## src/rtl/serial_adder_pkg.sv

```systemverilog
// Shared types for the bit-serial adder: controller state encoding.
package serial_adder_pkg;

    typedef enum logic [1:0] {
        IDLE  = 2'b00,
        SHIFT = 2'b01,
        DONE  = 2'b10
    } state_t;

endpackage

```

## src/rtl/FULL_ADDER.sv

```systemverilog
// Single-bit full adder cell; the serial adder iterates this once per clock.
module FULL_ADDER (
    input  logic X,
    input  logic Y,
    input  logic Z,
    output logic SUM,
    output logic CARRY
);

    assign SUM   = X ^ Y ^ Z;
    assign CARRY = (X & Y) | (Z & (X ^ Y));

endmodule

```

## src/rtl/serial_adder.sv

```systemverilog
// Bit-serial W-bit adder: one FULL_ADDER plus a carry register, LSB first,
// with valid/ready handshakes on the operand and result sides.
//
// state | meaning
// IDLE  | waiting for operands, in_ready high
// SHIFT | one sum bit per clock, cnt counts bits done
// DONE  | result held on sum/cout, out_valid high
module serial_adder
    import serial_adder_pkg::*;
#(
    parameter int W = 8
) (
    input  logic         clk,
    input  logic         rst_n,
    input  logic         in_valid,
    output logic         in_ready,
    input  logic [W-1:0] a,
    input  logic [W-1:0] b,
    input  logic         cin,
    output logic         out_valid,
    input  logic         out_ready,
    output logic [W-1:0] sum,
    output logic         cout
);

    localparam int CW = $clog2(W);
    localparam logic [CW-1:0] LAST = CW'(W - 1);

    state_t        state;
    state_t        next_state;
    logic [W-1:0]  a_sh;
    logic [W-1:0]  b_sh;
    logic [W-1:0]  s_sh;
    logic          c_reg;
    logic [CW-1:0] cnt;
    logic          fa_sum;
    logic          fa_carry;

    FULL_ADDER u_fa (
        .X     (a_sh[0]),
        .Y     (b_sh[0]),
        .Z     (c_reg),
        .SUM   (fa_sum),
        .CARRY (fa_carry)
    );

    always_ff @(posedge clk or negedge rst_n) begin
        if (!rst_n) begin
            state <= IDLE;
        end else begin
            state <= next_state;
        end
    end

    always_comb begin
        next_state = state;
        case (state)
            IDLE:    if (in_valid)     next_state = SHIFT;
            SHIFT:   if (cnt == LAST)  next_state = DONE;
            DONE:    if (out_ready)    next_state = IDLE;
            default:                   next_state = IDLE;
        endcase
    end

    always_ff @(posedge clk or negedge rst_n) begin
        if (!rst_n) begin
            a_sh  <= '0;
            b_sh  <= '0;
            s_sh  <= '0;
            c_reg <= 1'b0;
            cnt   <= '0;
        end else begin
            case (state)
                IDLE: begin
                    if (in_valid) begin
                        a_sh  <= a;
                        b_sh  <= b;
                        s_sh  <= '0;
                        c_reg <= cin;
                        cnt   <= '0;
                    end
                end
                SHIFT: begin
                    // sum bits enter at the top so bit 0 lands at s_sh[0] after W shifts
                    s_sh  <= {fa_sum, s_sh[W-1:1]};
                    a_sh  <= {1'b0, a_sh[W-1:1]};
                    b_sh  <= {1'b0, b_sh[W-1:1]};
                    c_reg <= fa_carry;
                    cnt   <= cnt + CW'(1);
                end
                default: ;
            endcase
        end
    end

    assign in_ready  = (state == IDLE);
    assign out_valid = (state == DONE);
    assign sum       = s_sh;
    assign cout      = c_reg;

endmodule

```

## config.mk

```make
export PLATFORM = sky130hd
export DESIGN_NAME = serial_adder
export DESIGN_NICKNAME = d
export VERILOG_FILES = /design/src/rtl/serial_adder_pkg.sv /design/src/rtl/FULL_ADDER.sv /design/src/rtl/serial_adder.sv
export SDC_FILE = /design/constraint.sdc
export NUM_CORES = 1
export LEC_CHECK = 0
export CAP_MARGIN = 20
export CORE_ASPECT_RATIO = 0.8
export CORE_MARGIN = 8
export CORE_UTILIZATION = 45
export DETAILED_ROUTE_END_ITERATION = 10
export GPL_ROUTABILITY_DRIVEN = 1
export PLACE_DENSITY = 0.74
export SLEW_MARGIN = 10
export SYNTH_ARGS = -nofsm -noshare
export SYNTH_HDL_FRONTEND = slang
export SYNTH_HIERARCHICAL = 1
export SYNTH_SLANG_ARGS = --single-unit
```

## constraint.sdc

```tcl
create_clock -name clk -period 1.2 [get_ports clk]
set_input_delay 0.3 -clock clk [delete_from_list [all_inputs] [get_ports clk]]
set_output_delay 0.3 -clock clk [all_outputs]
set_load 0.02 [all_outputs]
```

==> results of run 1 <==
==> report_power, final <==
| group | internal, W | switching [W] |
|---|---|---|
| registers | 0.00148 | 0.000384 |
| logic | 0.00129 | 0.00132 |
| clock network | 0.000411 | 0.000368 |
| total | 0.00318 | 0.00207 |
==> area by class of cell <==
class	instances	area (sq um)
inverter	2	7.51
multi-input combinational	94	833
timing repair buffer	51	448
clock buffer	8	80.1
tap	42	52.6
sequential	30	754
fill	245	1220
==> timing repair <==
item / in CTS / in global routing
pin swaps: 0 / 3
resized for setup: 58 / 16
setup endpoints to repair: 39 / 32
cloned: 2 / 1
endpoints found under the hold margin: 0 / 0
==> flip-flops by register name (all words and copies together) (netlist names) <==
register and count:
cnt 3, b_sh 8, cout 1, sum 8
state 2, a_sh 8
==> cell families (layout without fill, tap and decap cells) <==
family	after synthesis	in the layout	synth area share
simple gates	52	55	0.213
compound gates	35	35	0.196
flops	30	30	0.477
buf+inv	15	61	0.0795
fa+ha+maj	3	3	0.0286
mux	1	1	0.00636
==> through the flow <==
stage	total power, W	hold slack, ns
finish	0.00526	0.381
global route	0.00559	0.388
CTS	0.00513	0.378
detailed placement	0.00438	0.486
global placement	0.00426	0.471
floorplan	0.00361	0.00441
==> synth_stat cells <==
master     n
a22o_1    10
buf_12     1
buf_2      3
buf_4      4
buf_6      4
clkbuf_4   1
dfrtp_1   30
fa_1       1
ha_1       2
inv_1      1
inv_2      1
mux2i_1    1
nand2_1    4
nand2b_4   2
nor2_1     7
nor2b_1    1
nor2b_4    1
nor3_1    24
nor3_2    12
o21ai_0    4
o21ai_1    1
o21bai_2   1
o22ai_1    6
o22ai_2    9
o31ai_1    1
o32ai_1    3
or2_1      1
==> path summary, 6_finish.rpt <==
path	startpoint	to	slack (ns)	cells past startpoint
worst max-delay path	state[0]	in_ready	-0.1	2
worst min-delay path	rst_n	sum[2]	0.38	2
worst max register to register	state[0]	b_sh[0]	-0.07	4
worst min register to register	cnt[0]	cnt[0]	0.50	1
max in group asynchronous	rst_n	cout	0.65	2
min in group clk	cnt[0]	cnt[0]	0.50	1
==> worst max-delay path, cell delays in order, from the launching register on <==
cell	delay, ns
dfrtp_2	0.47
nor2_4	0.13
buf_6	0.12
==> metal layers <==
layer,up-vias,global-route usage
met5,-,0
met4,0,0.0502
met3,6,0.0661
met2,38,0.233
met1,625,0.159
li1,603,-
==> results_dict.tcl, run 1 <==
set metrics [dict create \
    outcome "complete, but fails checks" \
    violations "setup timing" \
    holdBufCountCts 0 \
    cts_tree "done" \
    core_sq_mm 0.00340 \
    fin_nets 208 \
    synth_area_leaders "dfrtp_1 48%, nor3_1 7.6%, nor3_2 7.6%" \
    setup_ws_ns -0.0979 \
    placed_area_sq_mm 0.00201 \
    rows 19 \
    first_pass_iters 4 \
    h-tree-depth 2 \
    grt_pass1_vias 1307 \
    leakage_nw 0.907 \
    grt_pass1_wl_mm 6.01 \
    crit_required_ns 0.90 \
    clkSlewWorstSetupHoldPaths_ns 0.06 \
    layout-drive-gt1-share 0.459 \
    syn_inst 136 \
    maxSlewViolCount 0 \
    critPathLaunchType "flop" \
    min_period_over_period 1.08 \
    wl_met1_mm 1.67 \
    area_delta_synth_final_pct 38.2 \
    track_usage 0.141 \
    n_antenna_cell 0 \
    period_minus_slack_ns 1.30 \
    hold_viol 0 \
    viasPerCell 5.60 \
    drt_iter0_drc 104 \
    dp.cells 217 \
    layout.core_utilization 0.640 \
    cap_violations 0 \
    critPathArrivalTime_ns 1.00 \
    synth_area_per_cell_sq_um 11.6 \
    wl_met2_mm 1.80 \
    dp_slack_ns -0.320 \
    place_congestion 0.792 \
    worstPathMaxFanout 4 \
    layout.cells.non_filler 227 \
    cp-end-kind "primary output" \
    hpwl_mm 2.44 \
    post_drt_wl_per_cell_um 16.7 \
    io_pins 32 \
    rsz0062_at_grt "true" \
    grt_antenna_before_repair 0 \
    most-common-layout-cells "27 x dfrtp_1, 24 x nor3_2, 20 x clkdlybuf4s50_1, 17 x buf_4, 12 x nor3_1" \
    synth_warnings 6 \
    routed_wl_mm 3.79 \
    netlist.top_cell.by_area "dfrtp_1" \
    clk_path_buf_depth 2 \
    hp-class "input pin to async pin" \
    power_density_mw_per_mm2 2420 \
    drcViolationCount 0 \
    port-buffer-count 31 \
    yosys_register_bits 30 \
    highest_layer "met4" \
    syn_nets 160 \
    synth_top_area_frac 0.477 \
    setup_tns_ns -0.429 \
    vias 1272 \
    ir_worst_vdd_mv 1.05 \
    grt_overflow_total 0 \
    ys_types 27 \
    finClkSkew_ns 0.00830 \
    post_cts_buffers 0 \
    die_w_um 82.1 \
    grt_max_degree 31 \
    finalSetupViolCount 13 \
    slew_headroom 0.810 \
    clock_sinks 30 \
    syn_area_sq_mm 0.00157 \
    die_height_um 68.9 \
    layout.cells.most_common "dfrtp_1" \
    seq_area_frac_synth 0.477 \
    routed-wl-met3_um 271 \
    final_area_sq_mm 0.00218 \
    clock-root-buffer "clkbuf_8" \
    ant_nets 0 \
    die-area_sq_mm 0.00566 \
    critPathKind "flop to primary output" \
    initial_core_util 0.463 \
    clk_latency_ns 0.29 \
    max_clock_freq_ghz 0.770 \
    worstMarginPinSlew_ns 0.284 \
    numCtsBuffers 5 \
]
No activity file was read; power rests on OpenSTA's default activity.
==> run 2: changes to the inputs <==
- CTS_BUF_LIST: not set -> sky130_fd_sc_hd__clkbuf_8
- SKIP_LAST_GASP: not set -> 1
==> run 2 against run 1 <==
The run still ends with setup timing left. Maximum frequency about the same. Cell count stayed put. Power fell by 0.45%. Routed wire length is 0.16% lower. Via count down 0.31%. Global-route usage about the same. Cell area unchanged. Combinational power about the same. Sequential power hardly changed. Largest cell class unchanged.
==> results_dict.tcl, run 2 (synthesis results as in run 1) <==
set metrics [dict create \
    outcome "complete, but fails checks" \
    violations "setup timing" \
    post_drt_wl_per_cell_um 16.7 \
    routed_wl_mm 3.78 \
    most-common-layout-cells "27 x dfrtp_1, 24 x nor3_2, 20 x clkdlybuf4s50_1, 17 x buf_4, 12 x nor3_1" \
    layout-drive-gt1-share 0.459 \
    fin_nets 208 \
    maxSlewViolCount 0 \
    place_congestion 0.792 \
    vias 1268 \
    first_pass_iters 4 \
    viasPerCell 5.59 \
    die_height_um 68.9 \
    clkSlewWorstSetupHoldPaths_ns 0.06 \
    clk_latency_ns 0.29 \
    area_delta_synth_final_pct 38.2 \
    finalSetupViolCount 11 \
    worstPathMaxFanout 4 \
    max_clock_freq_ghz 0.771 \
    critical_path.cell_chain "nor2_4 -> buf_6" \
    drt_iter0_drc 122 \
    path_delay_family "flip-flops" \
    track_usage 0.142 \
    placed_area_sq_mm 0.00201 \
    critPathKind "flop to primary output" \
    slowest_stage "dfrtp_2" \
    final_area_sq_mm 0.00218 \
    slowest_delay_ns 0.47 \
    final-seq-area_sq_um 754 \
    cp-end-kind "primary output" \
    io_pins 32 \
    clk_path_buf_depth 2 \
    period_minus_slack_ns 1.30 \
    worstMarginPinSlew_ns 0.280 \
    hpwl_mm 2.44 \
    die-area_sq_mm 0.00566 \
    grt_max_degree 31 \
    ir_worst_vdd_mv 1.05 \
    n_antenna_cell 0 \
    leakage_nw 0.919 \
    hp-class "input pin to async pin" \
    layout.cells.most_common "dfrtp_1" \
    h-tree-depth 2 \
    die_w_um 82.1 \
    ant_nets 0 \
    post_cts_buffers 0 \
    clock-root-buffer "clkbuf_8" \
    initial_core_util 0.463 \
    worst-path-buf-inv 1 \
    core_sq_mm 0.00340 \
    clock_sinks 30 \
    min_period_over_period 1.08 \
    drcViolationCount 0 \
    dp_slack_ns -0.320 \
    rsz0062_at_grt "true" \
    whs_ns 0.378 \
    grt_pass1_wl_mm 6.02 \
    cts_tree "done" \
    rows 19 \
    critPathLaunchType "flop" \
    cap_violations 0 \
    grt_pass1_vias 1311 \
    crit_required_ns 0.90 \
    numCtsBuffers 5 \
    setup_tns_ns -0.400 \
    fillCellCount 245 \
    slew_headroom 0.812 \
    totalPowerFinal_w 0.00523 \
    multi_input_area_sq_um 833 \
    grt_antenna_before_repair 0 \
    setup_ws_ns -0.0966 \
    grt_overflow_total 0 \
    critPathArrivalTime_ns 1.00 \
    power_density_mw_per_mm2 2400 \
    port-buffer-count 31 \
    finClkSkew_ns 0.00883 \
    hold_viol 0 \
]
[run 2: changes by cell type in the layout (fill, tap and decap cells not counted), sizes merged]
cell	previous run	this run
inv	2	5
clkbuf	8	5
[run 2: worst paths after layout]
| kind | start | end | slack, ns | depth (start not counted) |
|---|---|---|---|---|
| hold reg to reg | cnt[0] | cnt[0] | 0.50 | 1 |
| setup / recovery | state[0] | in_ready | -0.1 | 2 |
| hold / removal | rst_n | sum[2] | 0.38 | 2 |
| setup reg to reg | state[0] | b_sh[0] | -0.07 | 4 |
| min in group clk | cnt[0] | cnt[0] | 0.50 | 1 |
| max in group asynchronous | rst_n | state[1] | 0.65 | 2 |
[run 2: cell type report]
type	instances	area share
clock buffers	5	0.0316
clock inverters	3	0.00518
inverters	2	0.00345
multi-input cells	94	0.383
flip-flops and latches	30	0.347
well taps	42	0.0242
repair buffers	51	0.206
[run 2: repair_timing]
action / in CTS / in global routing
pin swaps: 0 / 2
gates cloned: 2 / 1
gates resized for setup: 58 / 16
endpoints found under the setup margin: 39 / 32
hold buffers: 0 / 0
[run 2: routing by layer]
| layer | vias to the layer above | GRT usage | wire length (um) |
|---|---|---|---|
| met5 | - | 0 | 0 |
| met4 | 0 | 0.0502 | 37 |
| met3 | 4 | 0.0661 | 243 |
| met2 | 29 | 0.233 | 1760 |
| met1 | 631 | 0.160 | 1740 |
| li1 | 604 | - | - |
[run 2: through the flow]
| stage | utilization | instances |
|---|---|---|
| 6_report | 0.640 | 227 |
| 5_1_grt | 0.640 | 227 |
| 4_1_cts | 0.617 | 226 |
| 3_5_place_dp | 0.590 | 217 |
| 3_3_place_gp | 0.590 | 217 |
| 2_1_floorplan | - | 136 |
[run 2: power breakdown]
part / switching (W) / internal, W / total (W)
sequential: 0.000384 / 0.00148 / 0.00186
clock: 0.000369 / 0.000385 / 0.000755
combinational: 0.00132 / 0.00129 / 0.00261
==> run 3: changes to the inputs <==
- CTS_BUF_LIST: sky130_fd_sc_hd__clkbuf_8 -> not set
- SLEW_MARGIN: 10 -> 20
==> run 3 against run 2 <==
The flow still finishes with violations (setup timing). Maximum frequency about the same. Power up 0.45%. Global-route usage about the same. Core utilization unchanged. Combinational power about the same. Clock power rose by 3.2%. Clock skew shrank 0.00051 ns. Sequential power is essentially flat. Critical path type unchanged. Largest cell class unchanged. Highest routed layer unchanged.
==> results_dict.tcl, run 3 (synthesis results as in run 1) <==
set metrics [dict create \
    leakage_nw 0.907 \
    period_minus_slack_ns 1.30 \
    p_int_w 0.00318 \
    rows 19 \
    power_density_mw_per_mm2 2420 \
    violations "setup timing" \
    clkSlewWorstSetupHoldPaths_ns 0.06 \
    crit_end "in_ready" \
    post_drt_wl_per_cell_um 16.7 \
    max_clock_freq_ghz 0.770 \
    hold_viol 0 \
    routed_wl_mm 3.79 \
    finClkSkew_ns 0.00832 \
    rsz0062_at_grt "true" \
    numCtsBuffers 5 \
    maxSlewViolCount 0 \
    first_pass_iters 4 \
    fin_nets 208 \
    critPathKind "flop to primary output" \
    port-buffer-count 31 \
    hp-class "input pin to async pin" \
    grt_antenna_before_repair 0 \
    comb_power_share 0.497 \
    r2r_end "b_sh[0]" \
    most-common-layout-cells "27 x dfrtp_1, 24 x nor3_2, 20 x clkdlybuf4s50_1, 17 x buf_4, 12 x nor3_1" \
    io_pins 32 \
    h-tree-depth 2 \
    crit_required_ns 0.90 \
    hpwl_mm 2.44 \
    whs_ns 0.381 \
    switchingPower_w 0.00208 \
    layout.cells.most_common "dfrtp_1" \
    clk_path_buf_depth 2 \
    ir_worst_vdd_mv 1.05 \
    track_usage 0.141 \
    layout.core_utilization 0.640 \
    grt_max_degree 31 \
    swShare 0.395 \
    core_sq_mm 0.00340 \
    clock-root-buffer "clkbuf_8" \
    holdBufCountCts 0 \
    viasPerCell 5.60 \
    grt_pass1_vias 1307 \
    worstMarginPinSlew_ns 0.286 \
    initial_core_util 0.463 \
    regToRegSetupSlack_ns -0.07 \
    finalSetupViolCount 13 \
    place_congestion 0.792 \
    slew_headroom 0.809 \
    area_delta_synth_final_pct 38.2 \
    cts_tree "done" \
    drcViolationCount 0 \
    crit_start "state[0]" \
    power_frac_clock 0.148 \
    die_w_um 82.1 \
    vias 1272 \
    clk_latency_ns 0.29 \
    n_antenna_cell 0 \
    die-area_sq_mm 0.00566 \
    clock_sinks 30 \
    ant_nets 0 \
    critPathArrivalTime_ns 1.00 \
    fillCellCount 245 \
    critPathLaunchType "flop" \
    outcome "complete, but fails checks" \
    setup_ws_ns -0.0979 \
    min_period_over_period 1.08 \
    seqPwrFrac 0.355 \
    cap_violations 0 \
    cp-end-kind "primary output" \
    reg2regPathDepth 4 \
    worstPathMaxFanout 4 \
    grt_overflow_total 0 \
    drt_iter0_drc 97 \
    grt_pass1_wl_mm 6.01 \
    r2r_start "state[0]" \
    die_height_um 68.9 \
    layout-drive-gt1-share 0.459 \
]
## run 3: how the worst min path moves through the flow
stage	start	to	slack (ns)
2_1_floorplan	rst_n	a_sh[0]	0.004
3_3_place_gp	cnt[0]	cnt[0]	0.47
3_5_place_dp	cnt[0]	cnt[0]	0.49
4_1_cts	rst_n	sum[7]	0.38
5_1_grt	rst_n	sum[7]	0.39
6_report	rst_n	sum[2]	0.38
## run 3: through the flow
stage	cell area (sq um)	instances	setup TNS, ns	setup slack (ns)	total power, W
after detailed placement	2010	217	-8.43	-0.320	0.00438
after global routing	2180	227	-1.29	-0.130	0.00559
after global placement	2010	217	-7.41	-0.281	0.00426
after floorplan	1590	136	-0.00366	-0.00366	0.00361
after CTS	2100	226	-0.615	-0.0858	0.00513
final	2180	227	-0.428	-0.0979	0.00526
## run 3: area by class of cell
cell class | count | area [sq um] | area share
multi-input cells | 94 | 833 | 0.383
well taps | 42 | 52.6 | 0.0242
inverters | 2 | 7.51 | 0.00345
repair buffers | 51 | 448 | 0.206
flip-flops and latches | 30 | 754 | 0.347
clock buffers | 8 | 80.1 | 0.0368
## run 3: worst max-delay path, cell delays in order, from the launching register on
cell	delay, ns
dfrtp_2	0.47
nor2_4	0.13
buf_6	0.12
## run 3: layer usage
metal / vias up / GRT usage / share of wire
met5: - / 0 / 0
li1: 603 / - / -
met1: 625 / 0.159 / 0.44
met4: 0 / 0.0502 / 0.011
met2: 38 / 0.233 / 0.48
met3: 6 / 0.0661 / 0.072
## run 3: power groups by stage
stage / clock, W / combinational, W / sequential, W
2_1_floorplan: 0 / 0.00164 / 0.00197
3_3_place_gp: 0 / 0.00243 / 0.00183
3_5_place_dp: 0 / 0.00252 / 0.00185
4_1_cts: 0.000797 / 0.00249 / 0.00184
5_1_grt: 0.000849 / 0.00282 / 0.00192
6_report: 0.000779 / 0.00261 / 0.00186
## run 3: timing repair
action,4_1_cts,5_1_grt
endpoints found under the setup margin,39,32
pin swaps,0,2
cloned,2,1
gates resized for setup,58,16
buffers inserted,0,0
